**src/rtl/defines.sv**
```systemverilog
// Global width defines shared by the CSR access path.
`ifndef AXIL_CFG_DEFINES_SV
`define AXIL_CFG_DEFINES_SV

`define CSR_ADDR_WIDTH 32
`define DATA_WIDTH     32

`endif

```
**src/rtl/axil_cfg_master_pkg.sv**
```systemverilog
// Shared types and AXI response codes for the AXI4-Lite configuration master.
`include "defines.sv"

package axil_cfg_master_pkg;

  // Controller states; one transaction in flight at most.
  typedef enum logic [2:0] {
    ST_IDLE  = 3'd0,
    ST_WRITE = 3'd1,
    ST_WRESP = 3'd2,
    ST_READ  = 3'd3,
    ST_RDATA = 3'd4,
    ST_RESP  = 3'd5
  } state_e;

  localparam logic [1:0] AXI_RESP_OKAY   = 2'b00;
  localparam logic [1:0] AXI_RESP_SLVERR = 2'b10;

  // Any response other than OKAY is reported to the requester as an error.
  function automatic logic resp_is_err(input logic [1:0] resp);
    return (resp != AXI_RESP_OKAY);
  endfunction

endpackage

```
**src/rtl/axil_cfg_master.sv**
```systemverilog
// AXI4-Lite master turning single CSR read/write commands into AXI transactions.
// Optional watchdog: define AXIL_CFG_TIMEOUT_EN to abort a stalled transaction
// after TIMEOUT_CYCLES cycles with rsp_err set.
`include "defines.sv"

module axil_cfg_master
  import axil_cfg_master_pkg::*;
#(
  parameter int ADDR_WIDTH     = `CSR_ADDR_WIDTH,
  parameter int DATA_WIDTH     = `DATA_WIDTH,
  parameter int TIMEOUT_CYCLES = 1024
) (
  input  logic                    clk,
  input  logic                    rst_n,
  input  logic                    cmd_valid,
  output logic                    cmd_ready,
  input  logic                    cmd_write,
  input  logic [ADDR_WIDTH-1:0]   cmd_addr,
  input  logic [DATA_WIDTH-1:0]   cmd_wdata,
  output logic                    rsp_valid,
  input  logic                    rsp_ready,
  output logic [DATA_WIDTH-1:0]   rsp_rdata,
  output logic                    rsp_err,
  output logic [ADDR_WIDTH-1:0]   m_axi_awaddr,
  output logic [2:0]              m_axi_awprot,
  output logic                    m_axi_awvalid,
  input  logic                    m_axi_awready,
  output logic [DATA_WIDTH-1:0]   m_axi_wdata,
  output logic [DATA_WIDTH/8-1:0] m_axi_wstrb,
  output logic                    m_axi_wvalid,
  input  logic                    m_axi_wready,
  input  logic [1:0]              m_axi_bresp,
  input  logic                    m_axi_bvalid,
  output logic                    m_axi_bready,
  output logic [ADDR_WIDTH-1:0]   m_axi_araddr,
  output logic [2:0]              m_axi_arprot,
  output logic                    m_axi_arvalid,
  input  logic                    m_axi_arready,
  input  logic [DATA_WIDTH-1:0]   m_axi_rdata,
  input  logic [1:0]              m_axi_rresp,
  input  logic                    m_axi_rvalid,
  output logic                    m_axi_rready
);

  if (TIMEOUT_CYCLES < 1) begin : g_bad_timeout
    $error("TIMEOUT_CYCLES must be at least 1");
  end

  state_e                  state_q, state_d;
  logic                    cmd_ready_q, cmd_ready_d;
  logic [ADDR_WIDTH-1:0]   addr_q, addr_d;
  logic [DATA_WIDTH-1:0]   wdata_q, wdata_d;
  logic                    awvalid_q, awvalid_d;
  logic                    wvalid_q, wvalid_d;
  logic                    aw_done_q, aw_done_d;
  logic                    w_done_q, w_done_d;
  logic                    bready_q, bready_d;
  logic                    arvalid_q, arvalid_d;
  logic                    rready_q, rready_d;
  logic                    rsp_valid_q, rsp_valid_d;
  logic [DATA_WIDTH-1:0]   rsp_rdata_q, rsp_rdata_d;
  logic                    rsp_err_q, rsp_err_d;
  logic                    tmo_hit_s;

`ifdef AXIL_CFG_TIMEOUT_EN
  localparam int TW = $clog2(TIMEOUT_CYCLES) + 1;
  localparam logic [TW-1:0] TMO_LAST = TW'(TIMEOUT_CYCLES - 1);
  localparam logic [TW-1:0] TMO_ONE  = TW'(1);

  logic [TW-1:0] tmo_cnt_q, tmo_cnt_d;
  logic          active_s;

  assign active_s  = (state_q == ST_WRITE) || (state_q == ST_WRESP) ||
                     (state_q == ST_READ)  || (state_q == ST_RDATA);
  assign tmo_hit_s = active_s && (tmo_cnt_q == TMO_LAST);

  // Watchdog count: zero while idle, counts every cycle an AXI phase is pending.
  always_comb begin
    tmo_cnt_d = tmo_cnt_q;
    if (state_q == ST_IDLE) begin
      tmo_cnt_d = '0;
    end else if (active_s) begin
      tmo_cnt_d = tmo_cnt_q + TMO_ONE;
    end else begin
      tmo_cnt_d = tmo_cnt_q;
    end
  end

  // Watchdog counter register.
  always_ff @(posedge clk or negedge rst_n) begin
    if (!rst_n) begin
      tmo_cnt_q <= '0;
    end else begin
      tmo_cnt_q <= tmo_cnt_d;
    end
  end
`else
  assign tmo_hit_s = 1'b0;
`endif

  // Next-state and output-register computation for the transaction FSM.
  always_comb begin
    state_d     = state_q;
    cmd_ready_d = cmd_ready_q;
    addr_d      = addr_q;
    wdata_d     = wdata_q;
    awvalid_d   = awvalid_q;
    wvalid_d    = wvalid_q;
    aw_done_d   = aw_done_q;
    w_done_d    = w_done_q;
    bready_d    = bready_q;
    arvalid_d   = arvalid_q;
    rready_d    = rready_q;
    rsp_valid_d = rsp_valid_q;
    rsp_rdata_d = rsp_rdata_q;
    rsp_err_d   = rsp_err_q;

    if (tmo_hit_s) begin
      // Abandon the stalled phase and report an error to the requester.
      awvalid_d   = 1'b0;
      wvalid_d    = 1'b0;
      bready_d    = 1'b0;
      arvalid_d   = 1'b0;
      rready_d    = 1'b0;
      rsp_valid_d = 1'b1;
      rsp_err_d   = 1'b1;
      rsp_rdata_d = '0;
      state_d     = ST_RESP;
    end else begin
      case (state_q)
        ST_IDLE: begin
          if (cmd_valid && cmd_ready_q) begin
            cmd_ready_d = 1'b0;
            addr_d      = cmd_addr;
            wdata_d     = cmd_wdata;
            if (cmd_write) begin
              awvalid_d = 1'b1;
              wvalid_d  = 1'b1;
              aw_done_d = 1'b0;
              w_done_d  = 1'b0;
              state_d   = ST_WRITE;
            end else begin
              arvalid_d = 1'b1;
              state_d   = ST_READ;
            end
          end else begin
            cmd_ready_d = 1'b1;
          end
        end
        ST_WRITE: begin
          // AW and W complete independently; B phase starts once both are done.
          if (awvalid_q && m_axi_awready) begin
            awvalid_d = 1'b0;
            aw_done_d = 1'b1;
          end else begin
            aw_done_d = aw_done_q;
          end
          if (wvalid_q && m_axi_wready) begin
            wvalid_d = 1'b0;
            w_done_d = 1'b1;
          end else begin
            w_done_d = w_done_q;
          end
          if (aw_done_q && w_done_q) begin
            bready_d = 1'b1;
            state_d  = ST_WRESP;
          end else begin
            state_d  = ST_WRITE;
          end
        end
        ST_WRESP: begin
          if (bready_q && m_axi_bvalid) begin
            bready_d    = 1'b0;
            rsp_err_d   = resp_is_err(m_axi_bresp);
            rsp_rdata_d = '0;
            rsp_valid_d = 1'b1;
            state_d     = ST_RESP;
          end else begin
            state_d = ST_WRESP;
          end
        end
        ST_READ: begin
          if (arvalid_q && m_axi_arready) begin
            arvalid_d = 1'b0;
            rready_d  = 1'b1;
            state_d   = ST_RDATA;
          end else begin
            state_d = ST_READ;
          end
        end
        ST_RDATA: begin
          if (rready_q && m_axi_rvalid) begin
            rready_d    = 1'b0;
            rsp_rdata_d = m_axi_rdata;
            rsp_err_d   = resp_is_err(m_axi_rresp);
            rsp_valid_d = 1'b1;
            state_d     = ST_RESP;
          end else begin
            state_d = ST_RDATA;
          end
        end
        ST_RESP: begin
          if (rsp_ready) begin
            rsp_valid_d = 1'b0;
            cmd_ready_d = 1'b1;
            state_d     = ST_IDLE;
          end else begin
            state_d = ST_RESP;
          end
        end
        default: begin
          awvalid_d   = 1'b0;
          wvalid_d    = 1'b0;
          bready_d    = 1'b0;
          arvalid_d   = 1'b0;
          rready_d    = 1'b0;
          rsp_valid_d = 1'b0;
          cmd_ready_d = 1'b1;
          state_d     = ST_IDLE;
        end
      endcase
    end
  end

  // FSM and output registers; reset aborts any transaction and returns to idle.
  always_ff @(posedge clk or negedge rst_n) begin
    if (!rst_n) begin
      state_q     <= ST_IDLE;
      cmd_ready_q <= 1'b1;
      addr_q      <= '0;
      wdata_q     <= '0;
      awvalid_q   <= 1'b0;
      wvalid_q    <= 1'b0;
      aw_done_q   <= 1'b0;
      w_done_q    <= 1'b0;
      bready_q    <= 1'b0;
      arvalid_q   <= 1'b0;
      rready_q    <= 1'b0;
      rsp_valid_q <= 1'b0;
      rsp_rdata_q <= '0;
      rsp_err_q   <= 1'b0;
    end else begin
      state_q     <= state_d;
      cmd_ready_q <= cmd_ready_d;
      addr_q      <= addr_d;
      wdata_q     <= wdata_d;
      awvalid_q   <= awvalid_d;
      wvalid_q    <= wvalid_d;
      aw_done_q   <= aw_done_d;
      w_done_q    <= w_done_d;
      bready_q    <= bready_d;
      arvalid_q   <= arvalid_d;
      rready_q    <= rready_d;
      rsp_valid_q <= rsp_valid_d;
      rsp_rdata_q <= rsp_rdata_d;
      rsp_err_q   <= rsp_err_d;
    end
  end

  assign cmd_ready     = cmd_ready_q;
  assign rsp_valid     = rsp_valid_q;
  assign rsp_rdata     = rsp_rdata_q;
  assign rsp_err       = rsp_err_q;
  assign m_axi_awaddr  = addr_q;
  assign m_axi_awprot  = 3'b000;
  assign m_axi_awvalid = awvalid_q;
  assign m_axi_wdata   = wdata_q;
  assign m_axi_wstrb   = {(DATA_WIDTH/8){1'b1}};
  assign m_axi_wvalid  = wvalid_q;
  assign m_axi_bready  = bready_q;
  assign m_axi_araddr  = addr_q;
  assign m_axi_arprot  = 3'b000;
  assign m_axi_arvalid = arvalid_q;
  assign m_axi_rready  = rready_q;

endmodule

```
**config.mk**
```make
export PLATFORM = sky130hd
export DESIGN_NAME = axil_cfg_master
export DESIGN_NICKNAME = d
export VERILOG_FILES = /design/src/rtl/axil_cfg_master_pkg.sv /design/src/rtl/axil_cfg_master.sv
export VERILOG_INCLUDE_DIRS = /design/src /design/src/rtl
export SDC_FILE = /design/constraint.sdc
export NUM_CORES = 1
export LEC_CHECK = 0
export ABC_AREA = 1
export BUFFER_PORTS_ARGS = -buffer_cell sky130_fd_sc_hd__clkbuf_2
export CAP_MARGIN = 10
export CELL_PAD_IN_SITES_DETAIL_PLACEMENT = 0
export CELL_PAD_IN_SITES_GLOBAL_PLACEMENT = 1
export CORE_UTILIZATION = 32
export CTS_CLUSTER_DIAMETER = 30
export DETAILED_ROUTE_END_ITERATION = 8
export PLACE_DENSITY = 0.82
export SYNTH_ARGS = -nofsm -noshare
export SYNTH_HDL_FRONTEND = slang
export SYNTH_SLANG_ARGS = --single-unit
```
**constraint.sdc**
```tcl
create_clock -name clk -period 1.9 [get_ports clk]
set_input_delay 0.38 -clock clk [delete_from_list [all_inputs] [get_ports clk]]
set_output_delay 0.38 -clock clk [all_outputs]
set_load 0.02 [all_outputs]
```
==> flow_summary.yaml <==
synth:
  synth.top_cell.area_share: 0.551
  ys_types: 25
  synth-seq-area-share: 0.557
  syn_area_per_cell_um2: 8.54
  syn_area_mm2: 0.00490
  synth_top_area_cell: "dfrtp_1"
  yosys_warnings: 0
  synth.most_common_cell: "nand2_1"
  synth_area_leaders: "dfrtp_1 55%, nand2_1 23%, buf_4 6.7%"
  async_flop_share: 1.00
  synth_commonest_cells: "296 x nand2_1, 108 x dfrtp_1, 44 x buf_4"
  synth_edf_count: 0
  synthCells: 574
  ys_seq_elements: 109
  synthFlopType: "dfrtp_1"
layout:
  fin_nets: 890
  fin_cells: 969
  area_delta_synth_final_pct: 28.9
  diodes: 0
  fillers: 1568
  drive_gt1_frac: 0.366
run:
  cap_violations: 0
die:
  start_util: 0.332
  chipHeight_um: 126
  die_w_um: 126
  coreArea_mm2: 0.0148
  die_area_mm2: 0.0158
  io_pins: 256
  row_count: 44
critical_path:
  crit_path_end_kind: "flip-flop"
  critPathKind: "flip-flop to flip-flop"
  worstPathMaxFanout: 60
  crit_path_start_kind: "flip-flop"
  critPathRequiredTime_ns: 2.12
  worstPathArrival_ns: 1.80
grt:
  grt_max_degree: 65
  grt_overflow_total: 0
  grt_pass1_wl_um: 20200
  antenna_found_initial: 0
  grtUsageTotal: 0.162
  grt_pass1_vias: 3971
placed_design:
  port_buffers: 245
  dp.cells: 952
  hpwl_um: 9130
  place_congestion: 0.845
pwr:
  peakVddDrop_mv: 0.820
  powerDensity_mw_per_mm2: 1690
  p_leak_nw: 3.64
sta:
  clock-skew-final_ns: 0.00462
  tns_ns: 0
  fin_crit_sh: 0.836
  setup_violations: 0
  timing.fmax_mhz: 630
  slew_violations: 0
  hold_viol: 0
  rsz0062_at_grt: "false"
  period_minus_slack_ns: 1.59
cts:
  h-tree-depth: 3
  clk_latency_ns: 0.34
  clkTransAtPathRegs_ns: 0.07
  clock-root-buffer: "clkbuf_16"
  cts_max_path_buffers: 2
  tritoncts: "built"
  numCtsBuffers: 9
  cts.sinks: 109
detailed_routing:
  first_pass_iters: 4
  initialDrtViolationCount: 172
  vias: 4259
  drc: 0
  vias_per_cell: 4.40
  routedWlPerCell_um: 12.9
  wl_um: 12500
  ant_nets: 0
hold_path:
  holdCritPathClass: "input port to flip-flop"
outcome:
  outcome: "completed"
routing by layer:
metal	track usage	part of all wire	vias up
li1	-	-	2132
met1	0.209	0.45	1957
met2	0.276	0.48	155
met3	0.0259	0.049	15
met4	0.0595	0.016	0
met5	0	0	-
sequential cells by signal (all words and copies together), names as in the netlist, 3 cells and up:
register	cells
m_axi_araddr	32
state_q	3
m_axi_wdata	32
rsp_rdata	32
path summary, 6_finish.rpt:
path                                                   from                      endpoint  slack [ns]  depth (start not counted)
worst max-delay path                 state_q[1]$_DFFE_PN0P_      rsp_rdata[4]$_DFFE_PN0P_        0.31                          6
worst min-delay path                          cmd_wdata[25]   m_axi_wdata[25]$_DFFE_PN0P_        0.23                          3
worst max register to register       state_q[1]$_DFFE_PN0P_      rsp_rdata[4]$_DFFE_PN0P_        0.31                          6
worst min register to register  m_axi_wdata[29]$_DFFE_PN0P_   m_axi_wdata[29]$_DFFE_PN0P_        0.47                          2
max in group asynchronous                             rst_n  m_axi_araddr[11]$_DFFE_PN0P_        0.81                          3
min in group asynchronous                             rst_n     rsp_rdata[26]$_DFFE_PN0P_        0.52                          2
cells by family after synthesis:
family,after synthesis,share of synthesized area
compound gates,45,0.0490
xor+xnor,1,0.00179
buf+inv,81,0.117
flops,109,0.557
other cells,2,0.00153
simple gates,336,0.274
metrics by stage:
step | hold slack, ns | utilization | power (W) | cell area (µm²) | setup WS (ns)
2_1_floorplan | 0.0844 | - | 0.00767 | 4930 | 0.522
3_3_place_gp | 0.356 | 0.407 | 0.00890 | 6010 | 0.389
3_5_place_dp | 0.357 | 0.407 | 0.00894 | 6010 | 0.345
4_1_cts | 0.208 | 0.428 | 0.0109 | 6320 | 0.334
5_1_grt | 0.221 | 0.428 | 0.0115 | 6320 | 0.148
6_report | 0.229 | 0.428 | 0.0107 | 6320 | 0.312
critical path, stage by stage (launching register included):
cell and delay, ns:
dfrtp_1 0.58, inv_2 0.12, nor2_4 0.12, nand3_2 0.12, nand3_2 0.13, buf_12 0.24, o21ai_0 0.13
timing repair:
item | 4_1_cts | 5_1_grt
endpoints found under the hold margin | 26 | 0
hold buffers | 1 | 0
setup endpoints to repair | 0 | 0
gates resized for setup | 0 | 0
setup buffers | 0 | 0
cells in the final DEF, fill, tap and decap left out, types with 3 or more instances in the layout:
master,n
nand3_1,12
clkbuf_16,9
clkbuf_8,3
o21ai_1,17
nand2_2,3
inv_2,3
nor2_1,15
o21ai_0,22
inv_1,9
dfrtp_1,108
nand2_1,296
conb_1,10
buf_4,5
clkbuf_2,244
buf_12,6
o21ai_2,4
where the power goes:
part	leakage, nW	switching (W)	total, W	internal [W]
Clock	0.145	0.000857	0.00186	0.00100
Combinational	2.09	0.00344	0.00503	0.00159
Sequential	1.41	0.000621	0.00381	0.00319
final cells by class:
cell class | instances | area (µm²) | share of cell area
Inverter | 12 | 45.0 | 0.00713
Clock buffer | 12 | 267 | 0.0422
Tap cell | 184 | 230 | 0.0364
Sequential cell | 109 | 2730 | 0.432
Multi-Input combinational cell | 392 | 1630 | 0.258
Timing Repair Buffer | 256 | 1390 | 0.220
Clock inverter | 4 | 30.0 | 0.00475
No activity file was read; power rests on OpenSTA's default activity.
